--- src/rtl/quick_spi_slave.sv ---
// SPI peripheral oversampled in clk: one RX word in, one held TX word out per frame.
// rx_valid 3 clk after final sample edge; tx_ready low while the TX holding register is full.
module quick_spi_slave #(
    parameter int RX_DATA_WIDTH = 16,
    parameter int TX_DATA_WIDTH = 8,
    parameter bit CPOL          = 1'b0,
    parameter bit CPHA          = 1'b0,
    parameter bit MSB_FIRST     = 1'b1
) (
    input  logic                     clk,
    input  logic                     reset,
    input  logic                     sclk,
    input  logic                     ss_n,
    input  logic                     mosi,
    output logic                     miso,
    output logic                     miso_oe,
    input  logic [TX_DATA_WIDTH-1:0] tx_data,
    input  logic                     tx_valid,
    output logic                     tx_ready,
    output logic [RX_DATA_WIDTH-1:0] rx_data,
    output logic                     rx_valid,
    output logic                     busy,
    output logic                     frame_error,
    output logic                     tx_underrun
);

    localparam int RXCW = $clog2(RX_DATA_WIDTH + 1);
    localparam int TXCW = $clog2(TX_DATA_WIDTH + 1);

    typedef enum logic [1:0] {
        WAIT_DESELECT,
        IDLE,
        SHIFT
    } state_t;

    logic sclk_meta_q, sclk_sync_q, sclk_prev_q;
    logic ss_meta_q, ss_sync_q;
    logic mosi_meta_q, mosi_sync_q;

    state_t                   state_q, state_d;
    logic [TX_DATA_WIDTH-1:0] hold_q, hold_d;
    logic                     hold_vld_q, hold_vld_d;
    logic [TX_DATA_WIDTH-1:0] tx_sr_q, tx_sr_d;
    logic [TXCW-1:0]          tx_cnt_q, tx_cnt_d;
    logic                     miso_q, miso_d;
    logic [RX_DATA_WIDTH-1:0] rx_sr_q, rx_sr_d;
    logic [RXCW-1:0]          rx_cnt_q, rx_cnt_d;
    logic [RX_DATA_WIDTH-1:0] rx_data_q, rx_data_d;
    logic                     rx_valid_q, rx_valid_d;
    logic                     frame_error_q, frame_error_d;
    logic                     tx_underrun_q, tx_underrun_d;

    logic                     sclk_rise, sclk_fall, lead_edge, trail_edge;
    logic                     sample_edge, shift_edge;
    logic [TX_DATA_WIDTH-1:0] load_word;
    logic [RX_DATA_WIDTH-1:0] rx_shifted;

    function automatic logic tx_head(input logic [TX_DATA_WIDTH-1:0] w);
        return MSB_FIRST ? w[TX_DATA_WIDTH-1] : w[0];
    endfunction

    function automatic logic [TX_DATA_WIDTH-1:0] tx_tail(input logic [TX_DATA_WIDTH-1:0] w);
        return MSB_FIRST ? (w << 1) : (w >> 1);
    endfunction

    // ss_n sync resets low so the block only arms after really seeing the pin high.
    always_ff @(posedge clk or posedge reset) begin
        if (reset) begin
            sclk_meta_q <= CPOL;
            sclk_sync_q <= CPOL;
            sclk_prev_q <= CPOL;
            ss_meta_q   <= 1'b0;
            ss_sync_q   <= 1'b0;
            mosi_meta_q <= 1'b0;
            mosi_sync_q <= 1'b0;
        end else begin
            sclk_meta_q <= sclk;
            sclk_sync_q <= sclk_meta_q;
            sclk_prev_q <= sclk_sync_q;
            ss_meta_q   <= ss_n;
            ss_sync_q   <= ss_meta_q;
            mosi_meta_q <= mosi;
            mosi_sync_q <= mosi_meta_q;
        end
    end

    assign sclk_rise   = sclk_sync_q & ~sclk_prev_q;
    assign sclk_fall   = ~sclk_sync_q & sclk_prev_q;
    assign lead_edge   = CPOL ? sclk_fall : sclk_rise;
    assign trail_edge  = CPOL ? sclk_rise : sclk_fall;
    assign sample_edge = CPHA ? trail_edge : lead_edge;
    assign shift_edge  = CPHA ? lead_edge : trail_edge;
    assign rx_shifted  = MSB_FIRST ? {rx_sr_q[RX_DATA_WIDTH-2:0], mosi_sync_q}
                                   : {mosi_sync_q, rx_sr_q[RX_DATA_WIDTH-1:1]};

    always_comb begin
        state_d       = state_q;
        hold_d        = hold_q;
        hold_vld_d    = hold_vld_q;
        tx_sr_d       = tx_sr_q;
        tx_cnt_d      = tx_cnt_q;
        miso_d        = miso_q;
        rx_sr_d       = rx_sr_q;
        rx_cnt_d      = rx_cnt_q;
        rx_data_d     = rx_data_q;
        rx_valid_d    = 1'b0;
        frame_error_d = 1'b0;
        tx_underrun_d = 1'b0;
        load_word     = hold_vld_q ? hold_q : '0;

        case (state_q)
            WAIT_DESELECT: begin
                if (ss_sync_q) state_d = IDLE;
            end
            IDLE: begin
                if (!ss_sync_q) begin
                    state_d       = SHIFT;
                    rx_sr_d       = '0;
                    rx_cnt_d      = '0;
                    hold_vld_d    = 1'b0;
                    tx_underrun_d = !hold_vld_q;
                    if (!CPHA) begin
                        miso_d   = tx_head(load_word);
                        tx_sr_d  = tx_tail(load_word);
                        tx_cnt_d = TXCW'(1);
                    end else begin
                        miso_d   = 1'b0;
                        tx_sr_d  = load_word;
                        tx_cnt_d = '0;
                    end
                end
            end
            SHIFT: begin
                // Deselect wins over any sclk edge seen in the same cycle.
                if (ss_sync_q) begin
                    state_d       = IDLE;
                    miso_d        = 1'b0;
                    frame_error_d = (rx_cnt_q < RXCW'(RX_DATA_WIDTH));
                end else begin
                    if (sample_edge && (rx_cnt_q < RXCW'(RX_DATA_WIDTH))) begin
                        rx_sr_d  = rx_shifted;
                        rx_cnt_d = rx_cnt_q + RXCW'(1);
                        if (rx_cnt_q == RXCW'(RX_DATA_WIDTH - 1)) begin
                            rx_data_d  = rx_shifted;
                            rx_valid_d = 1'b1;
                        end
                    end
                    if (shift_edge) begin
                        if (tx_cnt_q < TXCW'(TX_DATA_WIDTH)) begin
                            miso_d   = tx_head(tx_sr_q);
                            tx_sr_d  = tx_tail(tx_sr_q);
                            tx_cnt_d = tx_cnt_q + TXCW'(1);
                        end else begin
                            miso_d = 1'b0;
                        end
                    end
                end
            end
            default: state_d = WAIT_DESELECT;
        endcase

        // A word accepted on the frame-start cycle lands after consumption, for the next frame.
        if (tx_valid && !hold_vld_q) begin
            hold_d     = tx_data;
            hold_vld_d = 1'b1;
        end
    end

    always_ff @(posedge clk or posedge reset) begin
        if (reset) begin
            state_q       <= WAIT_DESELECT;
            hold_q        <= '0;
            hold_vld_q    <= 1'b0;
            tx_sr_q       <= '0;
            tx_cnt_q      <= '0;
            miso_q        <= 1'b0;
            rx_sr_q       <= '0;
            rx_cnt_q      <= '0;
            rx_data_q     <= '0;
            rx_valid_q    <= 1'b0;
            frame_error_q <= 1'b0;
            tx_underrun_q <= 1'b0;
        end else begin
            state_q       <= state_d;
            hold_q        <= hold_d;
            hold_vld_q    <= hold_vld_d;
            tx_sr_q       <= tx_sr_d;
            tx_cnt_q      <= tx_cnt_d;
            miso_q        <= miso_d;
            rx_sr_q       <= rx_sr_d;
            rx_cnt_q      <= rx_cnt_d;
            rx_data_q     <= rx_data_d;
            rx_valid_q    <= rx_valid_d;
            frame_error_q <= frame_error_d;
            tx_underrun_q <= tx_underrun_d;
        end
    end

    assign miso        = miso_q;
    assign miso_oe     = (state_q == SHIFT);
    assign busy        = (state_q == SHIFT);
    assign tx_ready    = !hold_vld_q;
    assign rx_data     = rx_data_q;
    assign rx_valid    = rx_valid_q;
    assign frame_error = frame_error_q;
    assign tx_underrun = tx_underrun_q;

endmodule
--- config.mk ---
export PLATFORM = sky130hd
export DESIGN_NAME = quick_spi_slave
export DESIGN_NICKNAME = d
export VERILOG_FILES = /design/src/rtl/quick_spi_slave.sv
export SDC_FILE = /design/constraint.sdc
export NUM_CORES = 1
export LEC_CHECK = 0
export ABC_AREA = 0
export BUFFER_PORTS_ARGS = -buffer_cell sky130_fd_sc_hd__buf_2
export CORE_MARGIN = 1
export CORE_UTILIZATION = 45
export DETAILED_ROUTE_END_ITERATION = 10
export PLACE_DENSITY = 0.71
export SLEW_MARGIN = 20
export SYNTH_ARGS = -nofsm -noshare
export SYNTH_HDL_FRONTEND = slang
export SYNTH_SLANG_ARGS = --single-unit
--- constraint.sdc ---
create_clock -name clk -period 3.6 [get_ports clk]
set_input_delay 0.72 -clock clk [delete_from_list [all_inputs] [get_ports clk]]
set_output_delay 0.72 -clock clk [all_outputs]
set_load 0.02 [all_outputs]
; Yosys cells after proc, flatten, opt, wreduce, memory -nomap -nowiden
; Cells that the tools add are included.
[totals]
regBits = 70
latch_bits = 0
mem_bits_rw = 0
mem_bits_ro = 0
mem_count = 0
[op_classes]
n_addsub = 2
mul = 0
div = 0
n_lt_le_gt_ge = 2
n_eq_ne = 11
shift = 0
muxes = 38
bitwise_logic = 5
n_reduce_logical = 13
[op_table]
columns = cell, count
row1 = 15-bit two-way mux, 3
row2 = 8-bit two-way mux, 5
row3 = 15-bit case mux with 2 select lines, 1
row4 = 4-bit two-way mux, 4
row5 = 8-bit case mux with 2 select lines, 1
row6 = 1-bit two-way mux, 15
row7 = 5-bit two-way mux, 3
row8 = "2-bit by 1-bit inequality test with 1-bit output, second input constant", 5
row9 = 5-bit case mux with 2 select lines, 1
row10 = 4-bit case mux with 2 select lines, 1
row11 = 4-bit AND reduction, 2
row12 = "5-bit by 1-bit adder with 5-bit output, second input constant", 1
row13 = "5-bit by 4-bit equality test with 1-bit output, second input constant", 1
row14 = "5-bit less-than comparator, second input constant", 1
row15 = 5-bit AND reduction, 1
row16 = "4-bit by 1-bit adder with 4-bit output, second input constant", 1
row17 = "4-bit less-than comparator, second input constant", 1
row18 = 2-bit two-way mux, 2
row19 = "2-bit inequality test, second input constant", 2
row20 = 2-bit case mux with 2 select lines, 1
row21 = 2-bit AND reduction, 2
row22 = 2-bit nonzero test, 2
row23 = "3-bit by 1-bit inequality test with 1-bit output, second input constant", 1
row24 = 1-bit inverter, 3
row25 = other kinds (9), 11

; Logic depth before layout (Yosys ltp)
; Gate-level depths: netlist of run 1.
[logic_depth]
word_depth = 6
mapped_depth = 8
ltp_nobuf = 5

; Least setup slack after synthesis of run 1
; OpenSTA, ideal clock, no wires.
[synth_path]
path_kind = register to register
startpoint = register state_q[0]
endpoint = register rx_data_q[0] (netlist: rx_data[0])
arrival_time_ps = 2030
path_slack_ps = 1445
stages_incl_launch_ff = 9
path_buffers = 3
path_cell_list = dfrtp_1 > inv_1 > ha_1 > nor2b_1 > buf_2 > and3_1 > buf_2 > buf_4 > mux2_2
[synth_via]
elab_chain_cells = 2
[synth_rtl]
columns = element, line_no
row1 = from (decl), 40  ; state_t state_q, state_d;
row2 = from (signal assigned), 184  ; state_q <= state_d;
row3 = 2-bit equality test, -
row4 = named net busy, 22  ; output logic busy,
row5 = 4-bit AND reduction (no source line), -
row6 = to (signal assigned), 192  ; rx_data_q <= rx_data_d;
row7 = to (decl), 48  ; logic [RX_DATA_WIDTH-1:0] rx_data_q, rx_data_d;
; The timed path passes the listed nets, and every way through them passes these cells.
; A chain may end at the register's enable or synchronous reset.

; Worst setup path in the final report of run 1
[layout_path]
startpoint = register state_q[0]
endpoint = register rx_data_q[1] (netlist: rx_data[1])
[layout_via]
elab_chain_cells = 2
[layout_rtl]
columns = element, line_no
row1 = 2-bit equality test, 111  ; case (state_q)
row2 = 4-bit AND reduction (no source line), -
; No other way between the ends.

==> impl_metrics.json, run 1 <==
{
  "seqPwrFrac": 0.409,
  "slowest_delay_ns": 0.68,
  "synth_cells": 261,
  "min_path_type": "reg2reg",
  "grt_max_degree": 46,
  "synthTopCellsByArea": "dfrtp_1, mux2_2, nand2_1, o21ai_0, nand3_1",
  "hold_ws_ns": 0.352,
  "grt_pass1_vias": 2035,
  "dieArea_um2": 7000,
  "slew_viol_final": 0,
  "clkPwrFrac": 0.314,
  "drt-total-wl_um": 5340,
  "die_width_um": 83.7,
  "layout.cells.non_filler": 378,
  "grt_setup_unrepaired": "no",
  "status": "finished clean",
  "io_buffers": 36,
  "r2r_slack_ns": 1.19,
  "synth-seq-cells": 69,
  "place_hpwl_um": 3600,
  "post_cts_resized": 0,
  "post_drt_wl_per_cell_um": 14.1,
  "place_inst": 362,
  "postSynthAreaPerCell_um2": 11.5,
  "place_ws_ns": 1.17,
  "synth.distinct_cells": 37,
  "h-tree-depth": 3,
  "io_pins": 37,
  "synth_xor_area_frac": 0,
  "cp.required_ns": 3.82,
  "hold_violations": 0,
  "synth_area_leader_cell": "dfrtp_1",
  "die_h_um": 83.7,
  "yosysTopAreaCellShare": 0.575,
  "syn2layout_area_growth_pct": 16.3,
  "synth_edf_count": 0,
  "crit_path_top_delay_cell": "and3_1",
  "cp-end-kind": "flip-flop",
  "syn_nets": 282,
  "synth-adder-area-share": 0.0292,
  "crit_fanout": 17,
  "start_kind": "flip-flop",
  "grt_usage": 0.171,
  "final_common_cell": "dfrtp_1",
  "avgViaCountPerCell": 5.37,
  "relSlewSlack": 0.390,
  "timing.setup.tns_ns": 0,
  "final_antenna_net_count": 0,
  "ys_seq_area_frac": 0.575,
  "post_cts_buffers": 0,
  "synth-simple-area-share": 0.130,
  "synth_mux_area_frac": 0.126,
  "min_period_over_period": 0.668,
  "worstSetupPathType": "reg2reg",
  "synth_compound_area_frac": 0.103,
  "crit_path_cell_trace": "inv_1 > ha_1 > nor2b_1 > and3_1 > mux2_2",
  "layout.nets": 317,
  "routabilityCongestion": 0.818,
  "ctsRootBufferMaster": "clkbuf_8",
  "ir_worst_vdd_mv": 0.415,
  "ys_warn_count": 0,
  "cts_sinks": 69,
  "layout-drive-gt1-share": 0.316,
  "core_area_um2": 6390,
  "ys.flop_type": "dfrtp_1",
  "syn_area_um2": 3000,
  "n_fill_cell": 569,
  "worst_slack_ns": 1.19,
  "combPwrFrac": 0.277,
  "worst_pin_slew_ns": 0.914,
  "final_cell_mix": "dfrtp_1, buf_2, nand2_1",
  "cts_buffers": 9,
  "finalSetupViolCount": 0,
  "skew_ns": 0.0111,
  "clk_path_buf_depth": 2,
  "grt_pass1_wl_um": 9460,
  "clk-insertion-delay-late_ns": 0.34,
  "fmax_mhz": 416,
  "antenna_found_initial": 0,
  "cts.clk_slew.worst_paths_ns": 0.07,
  "num_vias": 2030,
  "synth_top_family_by_area": "simple AND/OR/NAND/NOR gates",
  "maxCapViolCount": 0,
  "rows": 29,
  "cp.arrival_ns": 2.63,
  "cts_tree": "built",
  "p_sw_frac": 0.313,
  "post-route-drc-count": 0,
  "cts_hold_buffers": 0,
  "internal_power_w": 0.00167,
  "gr-total-overflow": 0,
  "start_util": 0.470,
  "p_leak_nw": 1.71,
  "post-route-min-period_ns": 2.41,
  "power_density_nw_per_um2": 694,
  "num_antenna_cells": 0,
  "async_flop_share": 1.00,
  "first_iter_violations": 179,
  "first_pass_iters": 4,
  "p_sw_w": 0.000758
}
==> sequential cells by signal, summed over array words and instances, names as in the netlist <==
signal and cells:
rx_sr_q 15, rx_cnt_q 5, frame_error 1, ss_meta_q 1, mosi_sync_q 1, rx_data 16
hold_vld_q 1, hold_q 8, sclk_prev_q 1, tx_underrun 1, state_q 2, tx_sr_q 7
sclk_meta_q 1, sclk_sync_q 1, tx_cnt_q 4, miso 1, rx_valid 1, ss_sync_q 1
mosi_meta_q 1
==> worst paths after layout <==
kind / from / to / cells after the start
worst max-delay path: state_q[0] / rx_data[1] / 5
worst min-delay path: mosi_meta_q / mosi_sync_q / 0
worst max register to register: state_q[0] / rx_data[1] / 5
worst min register to register: mosi_meta_q / mosi_sync_q / 0
max in group asynchronous: reset / tx_sr_q[1] / 3
min in group asynchronous: reset / rx_sr_q[2] / 2
==> synth_stat cells (4+ instances only) <==
library cell,count
dfrtp_1,69
nand2_1,33
mux2_2,31
o21ai_0,23
nand3_1,20
clkbuf_1,12
inv_1,9
ha_1,7
a21oi_1,5
nor2_1,5
a21o_1,4
and3_1,4
nor2b_1,4
==> power groups by stage <==
stage               Clock, W  Combinational [W]  Sequential (W)
finish              0.000761           0.000670        0.000992
global route        0.000814           0.000746         0.00101
CTS                 0.000777           0.000677        0.000991
detailed placement         0           0.000673         0.00101
global placement           0           0.000653         0.00100
floorplan                  0           0.000544        0.000982
==> kinds of logic after synthesis <==
group,after synthesis
AOI/OAI and AO/OA,47
adders and majority gates,7
buffers and inverters,26
DFF,69
muxes,34
and+or+nand+nor,78
==> metrics by stage <==
stage | total power [W] | area (um2) | utilization
global route | 0.00257 | 3490 | 0.546
finish | 0.00242 | 3490 | 0.546
global placement | 0.00165 | 3240 | 0.508
floorplan | 0.00153 | 3000 | -
CTS | 0.00245 | 3490 | 0.546
detailed placement | 0.00168 | 3240 | 0.508
==> area by class of cell <==
cell class	instances	area (um2)	share of cell area
Clock buffer	9	124	0.0355
Clock inverter	7	121	0.0348
Inverter	9	33.8	0.00968
Multi-Input combinational cell	166	1170	0.335
Sequential cell	69	1730	0.495
Tap cell	77	96.3	0.0276
Timing Repair Buffer	41	218	0.0624
==> critical path, delay by kind of cell, from the launching register on <==
family                     cells  cell delay (ns)
DFF                            1             0.43
buffers and inverters          1             0.12
adders and majority gates      1             0.44
and+or+nand+nor                2             0.89
muxes                          1             0.42
==> layer usage <==
layer	vias to the layer above	wire length, um	GRT usage	part of all wire
met5	-	0	0	0
met4	0	106	0.0616	0.020
met3	8	177	0.0544	0.033
met2	35	2470	0.255	0.46
met1	1003	2580	0.237	0.48
li1	984	-	-	-
Power figures use the tool's default switching activity.
==> run 2, diff against run 1 <==
--- a/config.mk
+++ b/config.mk
@@ -10,7 +10,7 @@
 export CORE_MARGIN = 1
 export CORE_UTILIZATION = 45
 export DETAILED_ROUTE_END_ITERATION = 10
-export PLACE_DENSITY = 0.71
+export PLACE_DENSITY = 0.74
 export SLEW_MARGIN = 20
 export SYNTH_ARGS = -nofsm -noshare
 export SYNTH_HDL_FRONTEND = slang
==> constraint.sdc (replaced) <==
create_clock -name clk -period 2.1 [get_ports clk]
set_input_delay 0.42 -clock clk [delete_from_list [all_inputs] [get_ports clk]]
set_output_delay 0.42 -clock clk [all_outputs]
set_load 0.02 [all_outputs]
==> run 2 against run 1 <==
- maximum frequency grew 21%
- worst setup slack lost 1.1 ns
- clock power grew 25%
- non-clock buffer count grew 6
- die area is the same
- critical path depth is the same
- clock skew shrank 0.0016 ns
- critical path type unchanged
- critical endpoint is now tx_sr_q[5]
==> impl_metrics.json, run 2 (synthesis results as in run 1) <==
{
  "final_common_cell": "dfrtp_1",
  "post_cts_buffers": 0,
  "rows": 29,
  "hold_ws_ns": 0.106,
  "first_pass_iters": 4,
  "drt-met1-wl_um": 2500,
  "p_leak_nw": 1.71,
  "routabilityCongestion": 0.813,
  "finalSetupViolCount": 0,
  "p_sw_w": 0.00131,
  "internal_power_w": 0.00254,
  "io_buffers": 36,
  "post-route-drc-count": 0,
  "layout-drive-gt1-share": 0.332,
  "cts_hold_buffers": 0,
  "cts_tree": "built",
  "drt-total-wl_um": 5350,
  "maxCapViolCount": 0,
  "worst_pin_slew_ns": 0.528,
  "worstSetupPathType": "reg2reg",
  "io_pins": 37,
  "clk-insertion-delay-late_ns": 0.35,
  "avgViaCountPerCell": 5.38,
  "cp-end-kind": "flip-flop",
  "slew_viol_final": 0,
  "post-route-min-period_ns": 1.99,
  "place_hpwl_um": 3570,
  "num_antenna_cells": 0,
  "clkPwrFrac": 0.248,
  "start_util": 0.470,
  "syn2layout_area_growth_pct": 16.1,
  "cts.clk_slew.worst_paths_ns": 0.08,
  "min_period_over_period": 0.946,
  "status": "finished clean",
  "h-tree-depth": 3,
  "post_cts_resized": 0,
  "place_inst": 368,
  "skew_ns": 0.00955,
  "grt_pass1_wl_um": 9480,
  "dr_wl_met2_um": 2500,
  "cp.arrival_ns": 2.22,
  "hold_violations": 0,
  "power_density_nw_per_um2": 1100,
  "seqPwrFrac": 0.442,
  "timing.setup.tns_ns": 0,
  "n_fill_cell": 569,
  "cp.required_ns": 2.34,
  "layout.cells.non_filler": 384,
  "grt_pass1_vias": 2141,
  "relSlewSlack": 0.647,
  "min_path_type": "in2async",
  "cts_sinks": 69,
  "gr-total-overflow": 0,
  "fmax_mhz": 503,
  "ctsRootBufferMaster": "clkbuf_8",
  "grt_max_degree": 48,
  "crit_fanout": 9,
  "combPwrFrac": 0.311,
  "post_drt_wl_per_cell_um": 13.9,
  "r2r_slack_ns": 0.11,
  "antenna_found_initial": 0,
  "grt_usage": 0.173,
  "cts_buffers": 9,
  "die_h_um": 83.7,
  "p_sw_frac": 0.341,
  "start_kind": "flip-flop",
  "largest_reg_flops": 16,
  "num_vias": 2064,
  "highest-signal-layer": "met4",
  "core_area_um2": 6390,
  "dieArea_um2": 7000,
  "clk_path_buf_depth": 2,
  "layout.nets": 323,
  "final_cell_mix": "dfrtp_1, buf_2, nand2_1",
  "final_antenna_net_count": 0,
  "dr_wl_met3_um": 218,
  "die_width_um": 83.7,
  "grt_setup_unrepaired": "no",
  "ir_worst_vdd_mv": 0.646,
  "first_iter_violations": 156
}
## run 2: metal layers
layer | up-vias | track usage
li1 | 991 | -
met4 | 0 | 0.0971
met3 | 10 | 0.0514
met2 | 55 | 0.270
met5 | - | 0
met1 | 1008 | 0.215
## run 2: final timing paths
kind                              from     endpoint  cells after the start
setup reg to reg            state_q[1]   tx_sr_q[5]                      5
max in group asynchronous        reset   hold_vld_q                      3
hold reg to reg            mosi_meta_q  mosi_sync_q                      0
min in group clk                  sclk  sclk_meta_q                      1
hold / removal                   reset    hold_q[0]                      2
setup / recovery            state_q[1]   tx_sr_q[5]                      5
## run 2: layout make-up
class	count	area, um2	share of cell area
sequential	69	1730	0.496
multi-input combinational	166	1170	0.337
clock inverter	7	50.0	0.0144
tap	77	96.3	0.0277
inverter	9	37.5	0.0108
clock buffer	9	124	0.0356
timing repair buffer	47	275	0.0791
## run 2: per-stage QoR
stage / utilization / instance area (um2) / worst slack [ns] / total power [W]
2_1_floorplan: - / 3010 / 0.0220 / 0.00262
3_3_place_gp: 0.518 / 3310 / 0.171 / 0.00288
3_5_place_dp: 0.518 / 3310 / 0.152 / 0.00292
4_1_cts: 0.545 / 3480 / 0.136 / 0.00387
5_1_grt: 0.545 / 3480 / 0.0419 / 0.00410
6_report: 0.545 / 3480 / 0.113 / 0.00385
## run 2: power groups by stage
stage / Sequential [W] / Clock [W] / Combinational [W]
global placement: 0.00172 / 0 / 0.00116
detailed placement: 0.00173 / 0 / 0.00119
finish: 0.00170 / 0.000952 / 0.00120
CTS: 0.00170 / 0.000969 / 0.00120
floorplan: 0.00168 / 0 / 0.000936
global route: 0.00173 / 0.00104 / 0.00132
## run 2: worst max-delay path: stages (launching register included)
cell and delay (ns):
dfrtp_1 0.41, inv_1 0.10, ha_1 0.30, o21a_1 0.24
a211oi_4 0.44, mux2_2 0.39
==> run 3, diff against run 2 <==
==> constraint.sdc (replaced) <==
create_clock -name clk -period 1.75 [get_ports clk]
set_input_delay 0.35 -clock clk [delete_from_list [all_inputs] [get_ports clk]]
set_output_delay 0.35 -clock clk [all_outputs]
set_load 0.02 [all_outputs]
==> run 3 against run 2 <==
- register-to-register slack got worse by 0.06 ns
- critical path depth increased by 1
- clock-buffer cell count unchanged
- clock skew decreased by 0.0023 ns
- sequential cell count unchanged
- first-iteration DRC count decreased by 29%
- design area increased by 7.0%
- critical path type unchanged
==> impl_metrics.json, run 3 (synthesis results as in run 1) <==
{
  "status": "finished clean",
  "grt_use_met3": 0.0623,
  "p_leak_nw": 1.81,
  "hold_ws_ns": 0.0791,
  "first_iter_violations": 111,
  "min_path_type": "in2async",
  "grt_pass1_wl_um": 9550,
  "syn2layout_area_growth_pct": 24.1,
  "final_area_um2": 3720,
  "drt-total-wl_um": 5530,
  "start_kind": "flip-flop",
  "use_met1": 0.243,
  "place_ws_ns": -0.0468,
  "combPwrFrac": 0.350,
  "clk-insertion-delay-late_ns": 0.35,
  "worst_pin_slew_ns": 0.371,
  "internal_power_w": 0.00367,
  "layout.cells.non_filler": 395,
  "finalSetupViolCount": 0,
  "placed_area_um2": 3430,
  "start_util": 0.470,
  "antenna_found_initial": 0,
  "layout-drive-gt1-share": 0.381,
  "cts_tree": "built",
  "grt_usage": 0.175,
  "globalRouteMet2Util": 0.250,
  "dieArea_um2": 7000,
  "num_antenna_cells": 0,
  "cts_hold_buffers": 0,
  "num_vias": 2090,
  "p_sw_frac": 0.315,
  "hold_violations": 0,
  "clk_path_buf_depth": 2,
  "cp-end-kind": "flip-flop",
  "post-route-min-period_ns": 1.70,
  "cts_buffers": 9,
  "skew_ns": 0.00727,
  "grt_max_degree": 70,
  "routabilityCongestion": 0.761,
  "relSlewSlack": 0.747,
  "seqPwrFrac": 0.382,
  "ir_worst_vdd_mv": 1.08,
  "maxCapViolCount": 0,
  "grt_setup_unrepaired": "yes",
  "core_area_um2": 6390,
  "grt_pass1_vias": 2011,
  "first_pass_iters": 4,
  "crit_fanout": 7,
  "rows": 29,
  "die_h_um": 83.7,
  "io_pins": 37,
  "final_antenna_net_count": 0,
  "timing.setup.tns_ns": 0,
  "worstSetupPathType": "reg2reg",
  "fmax_mhz": 588,
  "cp.arrival_ns": 1.94,
  "grt-busiest-layer": "met2",
  "io_buffers": 36,
  "post_drt_wl_per_cell_um": 14.0,
  "worst_slack_ns": 0.0483,
  "gr-total-overflow": 0,
  "clkPwrFrac": 0.268,
  "cp.required_ns": 1.99,
  "cts.clk_slew.worst_paths_ns": 0.07,
  "post-route-drc-count": 0,
  "ctsRootBufferMaster": "clkbuf_8",
  "final_cell_mix": "dfrtp_1, buf_2, nand2_1",
  "power_density_nw_per_um2": 1440,
  "h-tree-depth": 3,
  "min_period_over_period": 0.972,
  "final_common_cell": "dfrtp_1",
  "p_sw_w": 0.00169,
  "avgViaCountPerCell": 5.29,
  "die_width_um": 83.7,
  "cts_sinks": 69,
  "place_hpwl_um": 3560,
  "slew_viol_final": 0,
  "largest_reg_flops": 16,
  "layout.nets": 334,
  "place_inst": 375
}
run 3: changes by cell type in the layout (fill, tap and decap cells not counted), moves of 3 or more:
| cell | delta |
|---|---|
| mux2_2 | -7 |
| mux2_4 | +7 |
| ha_1 | -3 |
| buf_4 | +6 |
| buf_12 | +3 |
run 3: power groups by stage:
| stage | combinational [W] | clock [W] | sequential [W] |
|---|---|---|---|
| 6_report | 0.00187 | 0.00144 | 0.00205 |
| 5_1_grt | 0.00204 | 0.00155 | 0.00208 |
| 4_1_cts | 0.00183 | 0.00147 | 0.00204 |
| 3_5_place_dp | 0.00181 | 0 | 0.00206 |
| 3_3_place_gp | 0.00175 | 0 | 0.00206 |
| 2_1_floorplan | 0.00130 | 0 | 0.00203 |
run 3: worst paths after layout:
kind	from	to	slack (ns)	cells after the start
min in group clk	sclk	sclk_meta_q	0.10	1
max in group asynchronous	reset	hold_q[5]	1.37	3
setup / recovery	state_q[0]	tx_sr_q[7]	0.05	6
hold / removal	reset	rx_sr_q[8]	0.08	3
setup reg to reg	state_q[0]	tx_sr_q[7]	0.05	6
hold reg to reg	sclk_meta_q	sclk_sync_q	0.35	0
run 3: metrics by stage:
step,utilization,power (W)
after CTS,0.573,0.00534
after global routing,0.583,0.00567
after global placement,0.538,0.00380
after floorplan,-,0.00333
final,0.583,0.00536
after detailed placement,0.538,0.00388
run 3: what timing repair did:
action | 4_1_cts | 5_1_grt
setup endpoints to repair | 10 | 40
buffers inserted | 0 | 3
pin swaps | 0 | 1
gates cloned | 0 | 1
gates resized for setup | 2 | 11
run 3: per-layer routing:
metal | up-vias | wire length (um)
li1 | 1017 | -
met1 | 1018 | 2650
met2 | 48 | 2490
met3 | 7 | 308
met4 | 0 | 83
met5 | - | 0
run 3: final cells by class:
type                            count  area, um2
Fill cell                         522       2660
Sequential cell                    69       1730
Multi-Input combinational cell    167       1240
Timing Repair Buffer               57        398
Clock buffer                        9        124
Clock inverter                      7       98.8
Tap cell                           77       96.3
Inverter                            9       37.5
run 3: worst max-delay path: stages, from the launching register on:
cell and delay (ns):
dfrtp_1 0.40, inv_2 0.08, ha_1 0.31, inv_1 0.08, a211oi_4 0.25, buf_12 0.17
mux2_4 0.30
